==> src/rtl/count_ctrl_pkg.sv <==
// rtl/count_ctrl_pkg.sv - shared types and default constants for the count controller
//
// Package count_pkg: the FSM state enumeration and the default parameter
// values used by count_ctrl and tick_gen.
package count_pkg;

  typedef enum logic [1:0] {
    IDLE  = 2'd0,
    RUN   = 2'd1,
    PAUSE = 2'd2
  } state_t;

  localparam int DIV_DEFAULT  = 50_000_000;
  localparam int MAXV_DEFAULT = 59;
  localparam int W_DEFAULT    = 6;

endpackage

==> src/rtl/count_ctrl_tick_gen.sv <==
// rtl/count_ctrl_tick_gen.sv - prescaler producing one step strobe every DIV enabled cycles
//
// Module tick_gen
//   clk     : clock, rising edge
//   rst     : asynchronous active-low reset, clears the prescaler
//   en      : advance the prescaler this cycle (hold when low)
//   restart : force the prescaler back to 0 (wins over en)
//   tick    : combinational, high in the cycle the prescaler sits at DIV-1
//             while enabled; the parent registers it
module tick_gen
  import count_pkg::*;
#(
  parameter int DIV = DIV_DEFAULT
) (
  input  logic clk,
  input  logic rst,
  input  logic en,
  input  logic restart,
  output logic tick
);

  localparam int PW = (DIV > 1) ? $clog2(DIV) : 1;
  localparam logic [PW-1:0] LAST = PW'(DIV - 1);

  logic [PW-1:0] presc;

  always_ff @(posedge clk or negedge rst) begin
    if (!rst) begin
      presc <= '0;
    end else if (restart) begin
      presc <= '0;
    end else if (en) begin
      presc <= (presc == LAST) ? '0 : presc + 1'b1;
    end
  end

  // A restart in the same cycle discards the step that would have fired.
  assign tick = en && !restart && (presc == LAST);

endmodule

==> src/rtl/count_ctrl.sv <==
// rtl/count_ctrl.sv - start/stop/pause up/down counter with prescaled tick
//
// Module count_ctrl (optional macro COUNT_CTRL_SYNC_EN: start, stop, clear and
// load pass a 2-flop synchronizer and rising-edge detect, 2 cycles of latency,
// one action per press; undefined = inputs used directly as sync pulses)
//   clk      : clock, rising edge
//   rst      : asynchronous active-low reset
//   start    : start / resume request
//   stop     : pause request
//   clear    : return count to 0 and go to IDLE
//   up_dn    : direction, 1 = up, 0 = down
//   load     : load load_val (saturated to MAXV) into count, state unchanged
//   load_val : preset value
//   count    : current value, 0..MAXV
//   tick     : registered one-cycle pulse on every count step
//   wrap     : registered one-cycle pulse with tick when count rolls over
//   running  : high while the state register holds RUN
module count_ctrl
  import count_pkg::*;
#(
  parameter int DIV  = DIV_DEFAULT,
  parameter int MAXV = MAXV_DEFAULT,
  parameter int W    = W_DEFAULT
) (
  input  logic         clk,
  input  logic         rst,
  input  logic         start,
  input  logic         stop,
  input  logic         clear,
  input  logic         up_dn,
  input  logic         load,
  input  logic [W-1:0] load_val,
  output logic [W-1:0] count,
  output logic         tick,
  output logic         wrap,
  output logic         running
);

  localparam logic [W-1:0] MAX_C = W'(MAXV);

  logic start_p, stop_p, clear_p, load_p;

`ifdef COUNT_CTRL_SYNC_EN
  logic [3:0] sync1, sync2, prev;

  always_ff @(posedge clk or negedge rst) begin
    if (!rst) begin
      sync1 <= '0;
      sync2 <= '0;
      prev  <= '0;
    end else begin
      sync1 <= {start, stop, clear, load};
      sync2 <= sync1;
      prev  <= sync2;
    end
  end

  // Rising edge of the synchronized level: a held button acts only once.
  assign {start_p, stop_p, clear_p, load_p} = sync2 & ~prev;
`else
  assign {start_p, stop_p, clear_p, load_p} = {start, stop, clear, load};
`endif

  state_t state, state_nxt;

  always_ff @(posedge clk or negedge rst) begin
    if (!rst) begin
      state <= IDLE;
    end else begin
      state <= state_nxt;
    end
  end

  // clear > load > stop > start; a stop request blocks start in every state.
  always_comb begin
    state_nxt = state;
    if (clear_p) begin
      state_nxt = IDLE;
    end else if (load_p) begin
      state_nxt = state;
    end else if (stop_p) begin
      if (state == RUN) state_nxt = PAUSE;
    end else if (start_p) begin
      if (state != RUN) state_nxt = RUN;
    end
  end

  logic restart, step;

  // Leaving IDLE discards prescaler progress; resuming from PAUSE keeps it.
  assign restart = clear_p || load_p || (state == IDLE && state_nxt == RUN);

  tick_gen #(.DIV(DIV)) u_tick_gen (
    .clk     (clk),
    .rst     (rst),
    .en      (state == RUN),
    .restart (restart),
    .tick    (step)
  );

  logic [W-1:0] load_sat;
  assign load_sat = (load_val > MAX_C) ? MAX_C : load_val;

  logic tick_q, wrap_q;

  always_ff @(posedge clk or negedge rst) begin
    if (!rst) begin
      count  <= '0;
      tick_q <= 1'b0;
      wrap_q <= 1'b0;
    end else begin
      tick_q <= 1'b0;
      wrap_q <= 1'b0;
      if (clear_p) begin
        count <= '0;
      end else if (load_p) begin
        count <= load_sat;
      end else if (step) begin
        tick_q <= 1'b1;
        if (up_dn) begin
          if (count == MAX_C) begin
            count  <= '0;
            wrap_q <= 1'b1;
          end else begin
            count <= count + 1'b1;
          end
        end else begin
          if (count == '0) begin
            count  <= MAX_C;
            wrap_q <= 1'b1;
          end else begin
            count <= count - 1'b1;
          end
        end
      end
    end
  end

  assign tick    = tick_q;
  assign wrap    = wrap_q;
  assign running = (state == RUN);

endmodule

==> config.mk <==
export PLATFORM = sky130hd
export DESIGN_NAME = count_ctrl
export DESIGN_NICKNAME = d
export VERILOG_FILES = /design/src/rtl/count_ctrl_pkg.sv /design/src/rtl/count_ctrl_tick_gen.sv /design/src/rtl/count_ctrl.sv
export SDC_FILE = /design/constraint.sdc
export NUM_CORES = 1
export LEC_CHECK = 0
export CORE_AREA = 2 2 66 68
export CTS_CLUSTER_DIAMETER = 40
export DETAILED_ROUTE_END_ITERATION = 8
export DIE_AREA = 0 0 68 70
export GPL_ROUTABILITY_DRIVEN = 0
export MAX_ROUTING_LAYER = met4
export PLACE_DENSITY = 0.91
export SYNTH_ARGS = -nofsm -noshare
export SYNTH_HDL_FRONTEND = slang
export SYNTH_SLANG_ARGS = --single-unit
==> constraint.sdc <==
create_clock -name clk -period 5.7 [get_ports clk]
set_input_delay 0.855 -clock clk [delete_from_list [all_inputs] [get_ports clk]]
set_output_delay 0.855 -clock clk [all_outputs]
set_load 0.005 [all_outputs]
==> results of run 1 <==
## final cells by class
cell class / count / area [um^2]
Fill cell: 353 / 1525
Tap cell: 52 / 65.06
Clock buffer: 8 / 90.09
Multi-Input combinational cell: 209 / 1313
Sequential cell: 36 / 900.9
Timing Repair Buffer: 22 / 212.7
Inverter: 10 / 37.54
## placed cells by master, fill, tap and decap left out, types with 4 or more instances in the layout
master and n:
and4_1 6, nand2_1 27, nor2b_1 4, nor3_1 6, nor4_1 4, o21ai_0 17
inv_1 10, dfrtp_1 36, clkdlybuf4s50_1 20, a21oi_1 18, and3_1 7, a221o_1 4
nor2_1 22, a31oi_1 20, ha_1 4, clkbuf_8 6, nand4_1 10, nand3_1 9
## cell families after synthesis
family          after synthesis  share of synthesized area [%]
mux                           4                          1.766
compound gates               84                          23.49
flops                        36                          38.52
xor+xnor                      4                          1.498
buf+inv                      26                          5.350
fa+ha+maj                     4                          2.140
simple gates                113                          27.23
## sequential cells by signal, summed over array words and instances, names as in the netlist
register          flops
count                 6
state                 2
tick                  1
u_tick_gen.presc     26
wrap                  1
## routing by layer
layer	routed length, um	vias up	GRT usage [%]	share of wire [%]
met5	0	-	-	0
met4	96	0	10.67	1.7
met3	345	11	3.704	6.2
met2	2586	96	36.89	47
met1	2493	1066	34.31	45
li1	-	1047	-	-
## worst max-delay path, cell delays in order
cell	delay, ns
clkdlybuf4s50_1	0.59
nor2_1	0.27
nand2_1	0.19
a21oi_2	0.15
buf_4	0.38
or2b_1	0.27
a31oi_1	0.19
## cells in the mapped netlist (4+ instances only)
library cell | n | area [um^2]
inv_1 | 10 | 37.54
nor2b_1 | 4 | 25.02
buf_2 | 4 | 20.02
a221o_1 | 4 | 40.04
and3_1 | 7 | 43.79
nor2_1 | 22 | 82.58
nand3_1 | 9 | 45.04
a21oi_1 | 18 | 90.09
nand4_1 | 10 | 62.56
a31oi_1 | 20 | 125.1
ha_1 | 4 | 50.05
nand2_1 | 27 | 101.4
dfrtp_1 | 36 | 900.9
and4_1 | 6 | 52.55
clkbuf_1 | 8 | 30.03
nor3_1 | 6 | 30.03
nor4_1 | 4 | 25.02
o21ai_0 | 17 | 85.08
## stage by stage
stage,std cells,hold WS (ns),utilization (%)
3_3_place_gp,329,0.4948,61.02
5_1_grt,337,0.5402,63.19
3_5_place_dp,329,0.5006,61.02
2_1_floorplan,271,0.4586,-
4_1_cts,337,0.5154,63.19
6_report,337,0.5261,63.19
## power breakdown
part	switching [mW]	leakage, nW	internal [mW]
logic	0.0388	0.530	0.0358
clock network	0.0877	0.0455	0.0985
registers	0.0111	0.497	0.260
## worst min-delay path by stage
stage                               end
global placement    u_tick_gen.presc[6]
global route        u_tick_gen.presc[6]
finish              u_tick_gen.presc[6]
detailed placement  u_tick_gen.presc[6]
CTS                 u_tick_gen.presc[6]
floorplan           u_tick_gen.presc[6]
==> metrics.txt, run 1 <==
# TYPE chip_impl_metric gauge
chip_impl_metric{name="maximum_number_of_pins_on_one_net_before_global_route_repair",unit=""} 45
chip_impl_metric{name="floorplan.rows",unit=""} 24
chip_impl_metric{name="fmax",unit="GHz"} 0.3697
chip_impl_metric{name="reg2reg_slack",unit="ns"} 3.39
chip_impl_info{name="setup.worst_path.start_class",value="input port"} 1
chip_impl_info{name="status",value="finished clean"} 1
chip_impl_metric{name="timing.critical_path.arrival",unit="ns"} 2.90
chip_impl_metric{name="antenna_found_initial",unit=""} 0
chip_impl_metric{name="slew_violations",unit=""} 0
chip_impl_metric{name="dp_slack",unit="ns"} 2.778
chip_impl_metric{name="mappedNetlistArea",unit="um^2"} 2338
chip_impl_metric{name="post_synthesis_async_set_or_reset_flop_share",unit="%"} 100.0
chip_impl_metric{name="drc",unit=""} 0
chip_impl_metric{name="synth.yosys.seq_area_share",unit="%"} 38.52
chip_impl_info{name="endpoint",value="u_tick_gen.presc[10]"} 1
chip_impl_info{name="timing.hold.worst.class",value="reg2reg"} 1
chip_impl_metric{name="post_synthesis_cells",unit=""} 271
chip_impl_metric{name="final_net_count",unit=""} 301
chip_impl_metric{name="power_density",unit="nW/um^2"} 203.2
chip_impl_metric{name="clock_insertion_delay_worst_skew",unit="ns"} 0.29
chip_impl_metric{name="postSynthAreaPerCell",unit="um^2"} 8.629
chip_impl_metric{name="inserted_diodes",unit=""} 0
chip_impl_metric{name="cts-htree-levels",unit=""} 2
chip_impl_metric{name="grtUsageTotal",unit="%"} 25.08
chip_impl_metric{name="boundaryPins",unit=""} 22
chip_impl_metric{name="sink_count",unit=""} 36
chip_impl_info{name="tritoncts",value="built"} 1
chip_impl_metric{name="slew_headroom",unit="%"} 45.49
chip_impl_metric{name="cts_buffers",unit=""} 5
chip_impl_metric{name="die-height",unit="um"} 70
chip_impl_metric{name="numPortBuffers",unit=""} 21
chip_impl_metric{name="area_delta_synth_final",unit="%"} 11.98
chip_impl_metric{name="vias_per_cell",unit=""} 6.588
chip_impl_metric{name="period_utilisation_layout",unit="%"} 47.45
chip_impl_info{name="clockRootBuffer",value="clkbuf_8"} 1
chip_impl_metric{name="detail_route.wirelength",unit="um"} 5521
chip_impl_metric{name="setup-violations-final",unit=""} 0
chip_impl_metric{name="fin_worst_skew",unit="ns"} 0.005859
chip_impl_metric{name="first_global_vias",unit=""} 2024
chip_impl_metric{name="floorplan.die.width",unit="um"} 68
chip_impl_metric{name="postPlaceCellArea",unit="um^2"} 2529
chip_impl_metric{name="r2r_cells",unit=""} 6
chip_impl_metric{name="place.detailed.hpwl",unit="um"} 3794
chip_impl_metric{name="ys_types",unit=""} 53
chip_impl_info{name="critical_path.reg2reg.startpoint",value="u_tick_gen.presc[9]"} 1
chip_impl_metric{name="timing.setup.tns",unit="ns"} 0
chip_impl_metric{name="hold_depth",unit=""} 1
chip_impl_info{name="rsz0062_at_grt",value="false"} 1
chip_impl_metric{name="worst_slack",unit="ns"} 2.995
chip_impl_metric{name="power.ir.vdd_worst",unit="mV"} 0.1023
chip_impl_metric{name="synth_enable_flop_cells",unit=""} 0
chip_impl_metric{name="hold_viol_final",unit=""} 0
chip_impl_metric{name="cts_resized",unit=""} 0
chip_impl_metric{name="postSynthNetCount",unit=""} 288
chip_impl_metric{name="grt_pass1_wl",unit="um"} 9108
chip_impl_metric{name="ctsHoldBuffers",unit=""} 0
chip_impl_metric{name="routedWlPerCell",unit="um"} 16.38
chip_impl_metric{name="yosys_warnings",unit=""} 0
chip_impl_metric{name="initial_core_utilization",unit="%"} 56.43
chip_impl_metric{name="detailedRoute.firstIterationViolations",unit=""} 456
chip_impl_info{name="hold_start",value="u_tick_gen.presc[6]"} 1
chip_impl_metric{name="postCtsSetupRepairBufs",unit=""} 0
chip_impl_info{name="cp-end-kind",value="flop"} 1
chip_impl_info{name="r2r_end",value="u_tick_gen.presc[23]"} 1
chip_impl_metric{name="timing_worst_slew_pin_value",unit="ns"} 0.8147
chip_impl_info{name="crit_path_start",value="load"} 1
chip_impl_metric{name="die_area",unit="um^2"} 4760
chip_impl_metric{name="layout-drive-gt1-share",unit="%"} 5.614
chip_impl_info{name="synthFlopType",value="dfrtp_1"} 1
chip_impl_metric{name="ant_nets",unit=""} 0
chip_impl_metric{name="grt-ovfl-total",unit=""} 0
chip_impl_metric{name="core_area",unit="um^2"} 4144
chip_impl_metric{name="total_power",unit="mW"} 0.5321
chip_impl_metric{name="timing.max_cap.violations",unit=""} 0
chip_impl_info{name="timing_worst_setup_path_type",value="in2reg"} 1
chip_impl_metric{name="cts_max_path_buffers",unit=""} 2
chip_impl_metric{name="vias",unit=""} 2220
chip_impl_metric{name="cts_clk_pin_slew_worst_paths",unit="ns"} 0.06
chip_impl_metric{name="worstPathRequired",unit="ns"} 5.90
chip_impl_metric{name="leakagePower",unit="nW"} 1.072
chip_impl_metric{name="design_area_final",unit="um^2"} 2619
chip_impl_metric{name="detailedRoute.firstPassIterationCount",unit=""} 5
chip_impl_metric{name="critical_path.max_fanout",unit=""} 44
chip_impl_metric{name="synth.ff_latch_count",unit=""} 36
chip_impl_metric{name="final.min_clock_period",unit="ns"} 2.705
(Power assumes the default switching activity.)
==> run 2, diff against run 1 <==
CORE_AREA = 2 2 68 70   (was 2 2 66 68)
DIE_AREA = 0 0 70 72   (was 0 0 68 70)
PLACE_DENSITY = 0.86   (was 0.91)
clock period = 2.8 ns   (was 5.7 ns; I/O delays follow)
==> run 2 against run 1 <==
Net effect: register-to-register slack got worse by 2.9 ns; largest power group unchanged; die area up 5.9%; clock-buffer cell count down 2; global-route usage decreased by 1.4 points; routed wire length decreased by 1.6%; flip-flop and latch count unchanged; non-clock buffer count rose by 3; clock skew up 0.0037 ns; sequential share of layout area is 0.33 points lower.
==> metrics.txt, run 2 (synthesis gave the netlist of run 1 again) <==
# TYPE chip_impl_metric gauge
chip_impl_info{name="status",value="finished clean"} 1
chip_impl_info{name="crit_path_start",value="count[0]"} 1
chip_impl_metric{name="floorplan.die.width",unit="um"} 70
chip_impl_info{name="top_regs",value="u_tick_gen.presc x26, count x6, state x2"} 1
chip_impl_metric{name="boundaryPins",unit=""} 22
chip_impl_metric{name="ctsHoldBuffers",unit=""} 0
chip_impl_info{name="r2r_end",value="count[3]"} 1
chip_impl_metric{name="detailedRoute.firstPassIterationCount",unit=""} 4
chip_impl_metric{name="layout-drive-gt1-share",unit="%"} 7.292
chip_impl_info{name="layout_commonest_cell",value="dfrtp_1"} 1
chip_impl_metric{name="power_density",unit="nW/um^2"} 415.0
chip_impl_metric{name="ant_nets",unit=""} 0
chip_impl_metric{name="fin_worst_skew",unit="ns"} 0.009509
chip_impl_metric{name="grtUsageTotal",unit="%"} 23.70
chip_impl_metric{name="setup-violations-final",unit=""} 0
chip_impl_metric{name="core_area",unit="um^2"} 4264
chip_impl_info{name="critical_path.reg2reg.startpoint",value="count[0]"} 1
chip_impl_info{name="rsz0062_at_grt",value="false"} 1
chip_impl_info{name="timing_worst_setup_path_type",value="reg2reg"} 1
chip_impl_metric{name="detail_route.wirelength",unit="um"} 5435
chip_impl_metric{name="cts_resized",unit=""} 0
chip_impl_metric{name="slew_headroom",unit="%"} 43.25
chip_impl_metric{name="floorplan.rows",unit=""} 24
chip_impl_metric{name="antenna_found_initial",unit=""} 0
chip_impl_metric{name="cts_max_path_buffers",unit=""} 2
chip_impl_metric{name="vias_per_cell",unit=""} 6.318
chip_impl_metric{name="final.min_clock_period",unit="ns"} 2.289
chip_impl_metric{name="routedWlPerCell",unit="um"} 15.99
chip_impl_metric{name="grt_pass1_wl",unit="um"} 9273
chip_impl_metric{name="drc",unit=""} 0
chip_impl_metric{name="initial_core_utilization",unit="%"} 54.84
chip_impl_metric{name="place.detailed.hpwl",unit="um"} 3695
chip_impl_metric{name="vias",unit=""} 2148
chip_impl_metric{name="timing.max_cap.violations",unit=""} 0
chip_impl_metric{name="die-height",unit="um"} 72
chip_impl_metric{name="maximum_number_of_pins_on_one_net_before_global_route_repair",unit=""} 37
chip_impl_metric{name="number_of_flip_flops_in_the_largest_register",unit=""} 26
chip_impl_info{name="tritoncts",value="built"} 1
chip_impl_metric{name="globalRouteMet2Util",unit="%"} 38.84
chip_impl_metric{name="cts-htree-levels",unit=""} 2
chip_impl_metric{name="die_area",unit="um^2"} 5040
chip_impl_metric{name="inserted_diodes",unit=""} 0
chip_impl_metric{name="power.ir.vdd_worst",unit="mV"} 0.3543
chip_impl_metric{name="numPortBuffers",unit=""} 21
chip_impl_metric{name="postPlaceCellArea",unit="um^2"} 2551
chip_impl_info{name="layout.cells.most_common_list",value="36 x dfrtp_1, 27 x nand2_1, 22 x nor2_1"} 1
chip_impl_metric{name="slew_violations",unit=""} 0
chip_impl_metric{name="clock_insertion_delay_worst_skew",unit="ns"} 0.30
chip_impl_metric{name="critical-path-max-stage-delay",unit="ns"} 0.48
chip_impl_metric{name="leakagePower",unit="nW"} 1.093
chip_impl_info{name="setup.worst_path.start_class",value="flop"} 1
chip_impl_metric{name="area_delta_synth_final",unit="%"} 13.06
chip_impl_info{name="largest-register",value="u_tick_gen.presc"} 1
chip_impl_metric{name="gr-usage-met1",unit="%"} 29.20
chip_impl_metric{name="timing.setup.tns",unit="ns"} 0
chip_impl_info{name="cp_common_cell",value="o21ai_0"} 1
chip_impl_metric{name="timing.critical_path.arrival",unit="ns"} 2.48
chip_impl_metric{name="cts_buffers",unit=""} 5
chip_impl_info{name="endpoint",value="count[3]"} 1
chip_impl_metric{name="met3_usage",unit="%"} 4.444
chip_impl_metric{name="hold_viol_final",unit=""} 0
chip_impl_metric{name="postCtsSetupRepairBufs",unit=""} 0
chip_impl_metric{name="design_area_final",unit="um^2"} 2644
chip_impl_info{name="cp-end-kind",value="flop"} 1
chip_impl_metric{name="timing_worst_slew_pin_value",unit="ns"} 0.8481
chip_impl_metric{name="worstPathRequired",unit="ns"} 2.99
chip_impl_metric{name="grt-ovfl-total",unit=""} 0
chip_impl_info{name="timing.hold.worst.class",value="in2async"} 1
chip_impl_metric{name="final_net_count",unit=""} 304
chip_impl_metric{name="detailedRoute.firstIterationViolations",unit=""} 116
chip_impl_metric{name="first_global_vias",unit=""} 1985
chip_impl_info{name="timing.critical_path.cells",value="inv_1 -> ha_1 -> or4b_1 -> o21bai_1 -> o21ai_0 -> a221o_1 -> o21ai_0"} 1
chip_impl_metric{name="reg2reg_slack",unit="ns"} 0.51
chip_impl_info{name="critical_path.slowest_cell",value="dfrtp_1"} 1
chip_impl_metric{name="sink_count",unit=""} 36
chip_impl_info{name="clockRootBuffer",value="clkbuf_8"} 1
chip_impl_info{name="globalRoute.busiestLayer",value="met2"} 1
chip_impl_metric{name="r2r_cells",unit=""} 7
chip_impl_metric{name="critical_path.max_fanout",unit=""} 9
chip_impl_metric{name="fmax",unit="GHz"} 0.4369
chip_impl_metric{name="period_utilisation_layout",unit="%"} 81.75
chip_impl_metric{name="cts_clk_pin_slew_worst_paths",unit="ns"} 0.08
run 2: worst min path at each step:
| stage | endpoint | slack [ns] | depth (start not counted) | start |
|---|---|---|---|---|
| floorplan | count[0] | 0.12 | 0 | rst |
| global placement | u_tick_gen.presc[6] | 0.49 | 1 | u_tick_gen.presc[6] |
| detailed placement | u_tick_gen.presc[6] | 0.49 | 1 | u_tick_gen.presc[6] |
| CTS | u_tick_gen.presc[4] | 0.24 | 1 | rst |
| global route | u_tick_gen.presc[3] | 0.28 | 1 | rst |
| finish | u_tick_gen.presc[3] | 0.21 | 1 | rst |
run 2: cell type report:
| type | instances | area [um^2] |
|---|---|---|
| clock buffer | 6 | 82.58 |
| sequential | 36 | 900.9 |
| timing repair buffer | 25 | 235.2 |
| tap | 52 | 65.06 |
| fill | 382 | 1620 |
| inverter | 10 | 37.54 |
| clock inverter | 2 | 10.01 |
| multi-input combinational | 209 | 1313 |
run 2: worst max-delay path, delay by kind of cell, from the launching register on:
kind	cells	cell delay (ns)
compound gates	4	0.97
flops	1	0.48
simple gates	1	0.48
fa+ha+maj	1	0.14
buf+inv	1	0.12
run 2: through the flow:
step	worst slack (ns)	hold slack, ns	std cells	power, mW	util, %
2_1_floorplan	0.7826	0.1244	271	0.6458	-
3_3_place_gp	0.4174	0.4856	332	0.7115	59.83
3_5_place_dp	0.3183	0.4888	332	0.7149	59.83
4_1_cts	0.4931	0.2357	340	1.106	62.00
5_1_grt	0.3430	0.2771	340	1.146	62.00
6_report	0.5110	0.2147	340	1.097	62.00
run 2: metal layers:
metal | vias to the layer above | wire, um | share of wire [%]
met3 | 8 | 223 | 4.1
met1 | 1035 | 2477 | 46
li1 | 1058 | - | -
met4 | 0 | 101 | 1.9
met2 | 47 | 2633 | 48
met5 | - | 0 | 0
run 2: power breakdown:
part	switching (mW)	internal [mW]
Combinational	0.0796	0.0755
Sequential	0.0207	0.529
Clock	0.196	0.196
Total	0.296	0.801
==> run 3, diff against run 2 <==
CORE_AREA = 2 2 71 73   (was 2 2 68 70)
DIE_AREA = 0 0 73 75   (was 0 0 70 72)
PLACE_DENSITY = 0.84   (was 0.86)
clock period = 1.9 ns   (was 2.8 ns; I/O delays follow)
==> run 3 against run 2 <==
Net effect: die area is 8.6% higher; sequential power is 45% higher; routed wire length is 22% higher; flip-flop and latch count is the same; the flow now finishes with violations (negative setup slack); cell count is 15% higher; via count is 13% higher; largest cell class unchanged; critical endpoint is now u_tick_gen.presc[19]; fmax increased by 13%; design area increased by 22%; critical path depth shrank 1; largest power group unchanged.
==> metrics.txt, run 3 (synthesis gave the netlist of run 1 again) <==
# TYPE chip_impl_metric gauge
chip_impl_metric{name="clock_power_share",unit="%"} 37.4
chip_impl_metric{name="floorplan.rows",unit=""} 25
chip_impl_metric{name="detail_route.wirelength",unit="um"} 6639
chip_impl_metric{name="maximum_number_of_pins_on_one_net_before_global_route_repair",unit=""} 37
chip_impl_metric{name="boundaryPins",unit=""} 22
chip_impl_info{name="r2r_end",value="u_tick_gen.presc[19]"} 1
chip_impl_info{name="critical_path.reg2reg.startpoint",value="u_tick_gen.presc[16]"} 1
chip_impl_metric{name="detailedRoute.firstIterationViolations",unit=""} 156
chip_impl_info{name="timing_worst_setup_path_type",value="reg2reg"} 1
chip_impl_metric{name="drc",unit=""} 0
chip_impl_metric{name="vias",unit=""} 2432
chip_impl_metric{name="clock_insertion_delay_worst_skew",unit="ns"} 0.30
chip_impl_info{name="layout_commonest_cell",value="buf_4"} 1
chip_impl_metric{name="worstPathRequired",unit="ns"} 2.08
chip_impl_metric{name="timing.max_cap.violations",unit=""} 0
chip_impl_metric{name="inserted_diodes",unit=""} 0
chip_impl_metric{name="design_area_final",unit="um^2"} 3237
chip_impl_metric{name="initial_core_utilization",unit="%"} 50.17
chip_impl_metric{name="area_delta_synth_final",unit="%"} 38.42
chip_impl_metric{name="hold_viol_final",unit=""} 0
chip_impl_metric{name="setup-violations-final",unit=""} 26
chip_impl_metric{name="ant_nets",unit=""} 0
chip_impl_info{name="tritoncts",value="built"} 1
chip_impl_info{name="violations",value="negative setup slack"} 1
chip_impl_metric{name="p_sw_share",unit="%"} 26.27
chip_impl_metric{name="cell_internal_pwr",unit="mW"} 1.342
chip_impl_info{name="clockRootBuffer",value="clkbuf_8"} 1
chip_impl_metric{name="routedWlPerCell",unit="um"} 16.98
chip_impl_metric{name="layout-drive-gt1-share",unit="%"} 29.38
chip_impl_metric{name="core_area",unit="um^2"} 4661
chip_impl_info{name="setup.worst_path.start_class",value="flop"} 1
chip_impl_metric{name="cts_buffers",unit=""} 5
chip_impl_metric{name="cts_clk_pin_slew_worst_paths",unit="ns"} 0.08
chip_impl_metric{name="slew_violations",unit=""} 0
chip_impl_info{name="status",value="complete, but fails checks"} 1
chip_impl_metric{name="timing.critical_path.arrival",unit="ns"} 2.20
chip_impl_metric{name="critical_path.max_fanout",unit=""} 15
chip_impl_metric{name="floorplan.die.width",unit="um"} 73
chip_impl_metric{name="power_density",unit="nW/um^2"} 562.2
chip_impl_info{name="largest-register",value="u_tick_gen.presc"} 1
chip_impl_info{name="timing.hold.worst.class",value="in2async"} 1
chip_impl_info{name="cp-end-kind",value="flop"} 1
chip_impl_metric{name="grt-ovfl-total",unit=""} 0
chip_impl_metric{name="numPortBuffers",unit=""} 21
chip_impl_metric{name="antenna_found_initial",unit=""} 0
chip_impl_metric{name="r2r_cells",unit=""} 6
chip_impl_metric{name="timing_worst_slew_pin_value",unit="ns"} 0.4706
chip_impl_metric{name="first_global_vias",unit=""} 2376
chip_impl_metric{name="cts_max_path_buffers",unit=""} 2
chip_impl_info{name="top_regs",value="u_tick_gen.presc x26, count x6, state x2"} 1
chip_impl_metric{name="slew_headroom",unit="%"} 68.63
chip_impl_metric{name="grtUsageTotal",unit="%"} 25.62
chip_impl_metric{name="place.detailed.hpwl",unit="um"} 4371
chip_impl_metric{name="final.min_clock_period",unit="ns"} 2.025
chip_impl_metric{name="postPlaceCellArea",unit="um^2"} 2962
chip_impl_metric{name="grt_pass1_wl",unit="um"} 10450
chip_impl_info{name="rsz0062_at_grt",value="true"} 1
chip_impl_metric{name="dp_slack",unit="ns"} -0.1598
chip_impl_metric{name="die-height",unit="um"} 75
chip_impl_metric{name="leakagePower",unit="nW"} 1.371
chip_impl_metric{name="die_area",unit="um^2"} 5475
chip_impl_metric{name="num-fill-cells",unit=""} 335
chip_impl_metric{name="final_net_count",unit=""} 353
chip_impl_metric{name="period_utilisation_layout",unit="%"} 106.6
chip_impl_metric{name="cts-htree-levels",unit=""} 2
chip_impl_metric{name="reg2reg_slack",unit="ns"} -0.12
chip_impl_metric{name="number_of_flip_flops_in_the_largest_register",unit=""} 26
chip_impl_metric{name="fmax",unit="GHz"} 0.4939
chip_impl_metric{name="power.sequential.fraction",unit="%"} 43.7
chip_impl_metric{name="final_core_utilization",unit="%"} 69.45
chip_impl_metric{name="worst_slack",unit="ns"} -0.1246
chip_impl_metric{name="share_comb_of_total_power",unit="%"} 18.8
chip_impl_metric{name="vias_per_cell",unit=""} 6.220
chip_impl_info{name="layout.cells.most_common_list",value="49 x buf_4, 35 x dfrtp_1, 27 x nand2_1"} 1
chip_impl_metric{name="ctsHoldBuffers",unit=""} 0
chip_impl_metric{name="power.net_switching",unit="mW"} 0.4780
chip_impl_metric{name="detailedRoute.firstPassIterationCount",unit=""} 4
chip_impl_metric{name="fin_worst_skew",unit="ns"} 0.01236
chip_impl_metric{name="power.ir.vdd_worst",unit="mV"} 0.4081
chip_impl_metric{name="sink_count",unit=""} 36
run 3: cell count changes in the layout (fill, tap and decap cells not counted), sizes merged:
cell and delta:
buf +48, bufinv +1, clkdlybuf4s50 +1, clkinv -1
run 3: worst max-delay path by stage:
stage / startpoint / to / slack [ns] / cells past startpoint
finish: u_tick_gen.presc[16] / u_tick_gen.presc[19] / -0.12 / 6
global route: u_tick_gen.presc[16] / u_tick_gen.presc[25] / -0.15 / 6
CTS: u_tick_gen.presc[7] / u_tick_gen.presc[19] / -0.12 / 6
detailed placement: clear / count[2] / -0.16 / 6
global placement: u_tick_gen.presc[16] / u_tick_gen.presc[23] / -0.08 / 6
floorplan: u_tick_gen.presc[16] / u_tick_gen.presc[18] / -0.06 / 7
run 3: per-layer routing:
metal  GRT usage [%]  up-vias  share of wire (%)
met5               -        -                  0
met4           13.79        0                3.0
met3           4.685       17                5.0
met2           43.14       91                 51
met1           28.91     1170                 41
li1                -     1154                  -
run 3: stage by stage:
step / TNS (ns) / hold slack [ns] / cells / total power, mW
finish: -1.755 / 0.4004 / 391 / 1.820
global route: -2.691 / 0.4430 / 391 / 1.884
global placement: -0.7727 / 0.4971 / 379 / 1.111
detailed placement: -2.157 / 0.5096 / 379 / 1.120
floorplan: -0.7862 / -0.01059 / 271 / 0.9623
CTS: -1.473 / 0.4171 / 389 / 1.808
run 3: repair_timing:
item | in CTS | in global routing
pin swaps | 8 | 12
resized for setup | 14 | 20
setup buffers | 2 | 2
setup endpoints to repair | 28 | 30
run 3: area by class of cell:
| type | instances | area (um^2) | area share, % |
|---|---|---|---|
| Multi-Input combinational cell | 209 | 1473 | 45.50 |
| Sequential cell | 36 | 902.1 | 27.87 |
| Timing Repair Buffer | 74 | 649.4 | 20.06 |
| Clock buffer | 6 | 72.57 | 2.242 |
| Tap cell | 54 | 67.56 | 2.087 |
| Inverter | 10 | 37.54 | 1.160 |
| Clock inverter | 2 | 35.03 | 1.082 |
run 3: critical path: stages (launching register included):
cell and delay (ns):
dfrtp_1 0.37, or4b_4 0.57, nor4b_4 0.28, a21oi_2 0.11, buf_12 0.16, and3_4 0.16, a221o_1 0.25
run 3: power by group through the flow:
stage / Clock [mW] / Combinational (mW) / Sequential, mW
after floorplan: 0 / 0.146 / 0.816
after global placement: 0 / 0.304 / 0.808
after detailed placement: 0 / 0.311 / 0.809
after CTS: 0.687 / 0.326 / 0.795
after global routing: 0.717 / 0.370 / 0.797
final: 0.681 / 0.343 / 0.796
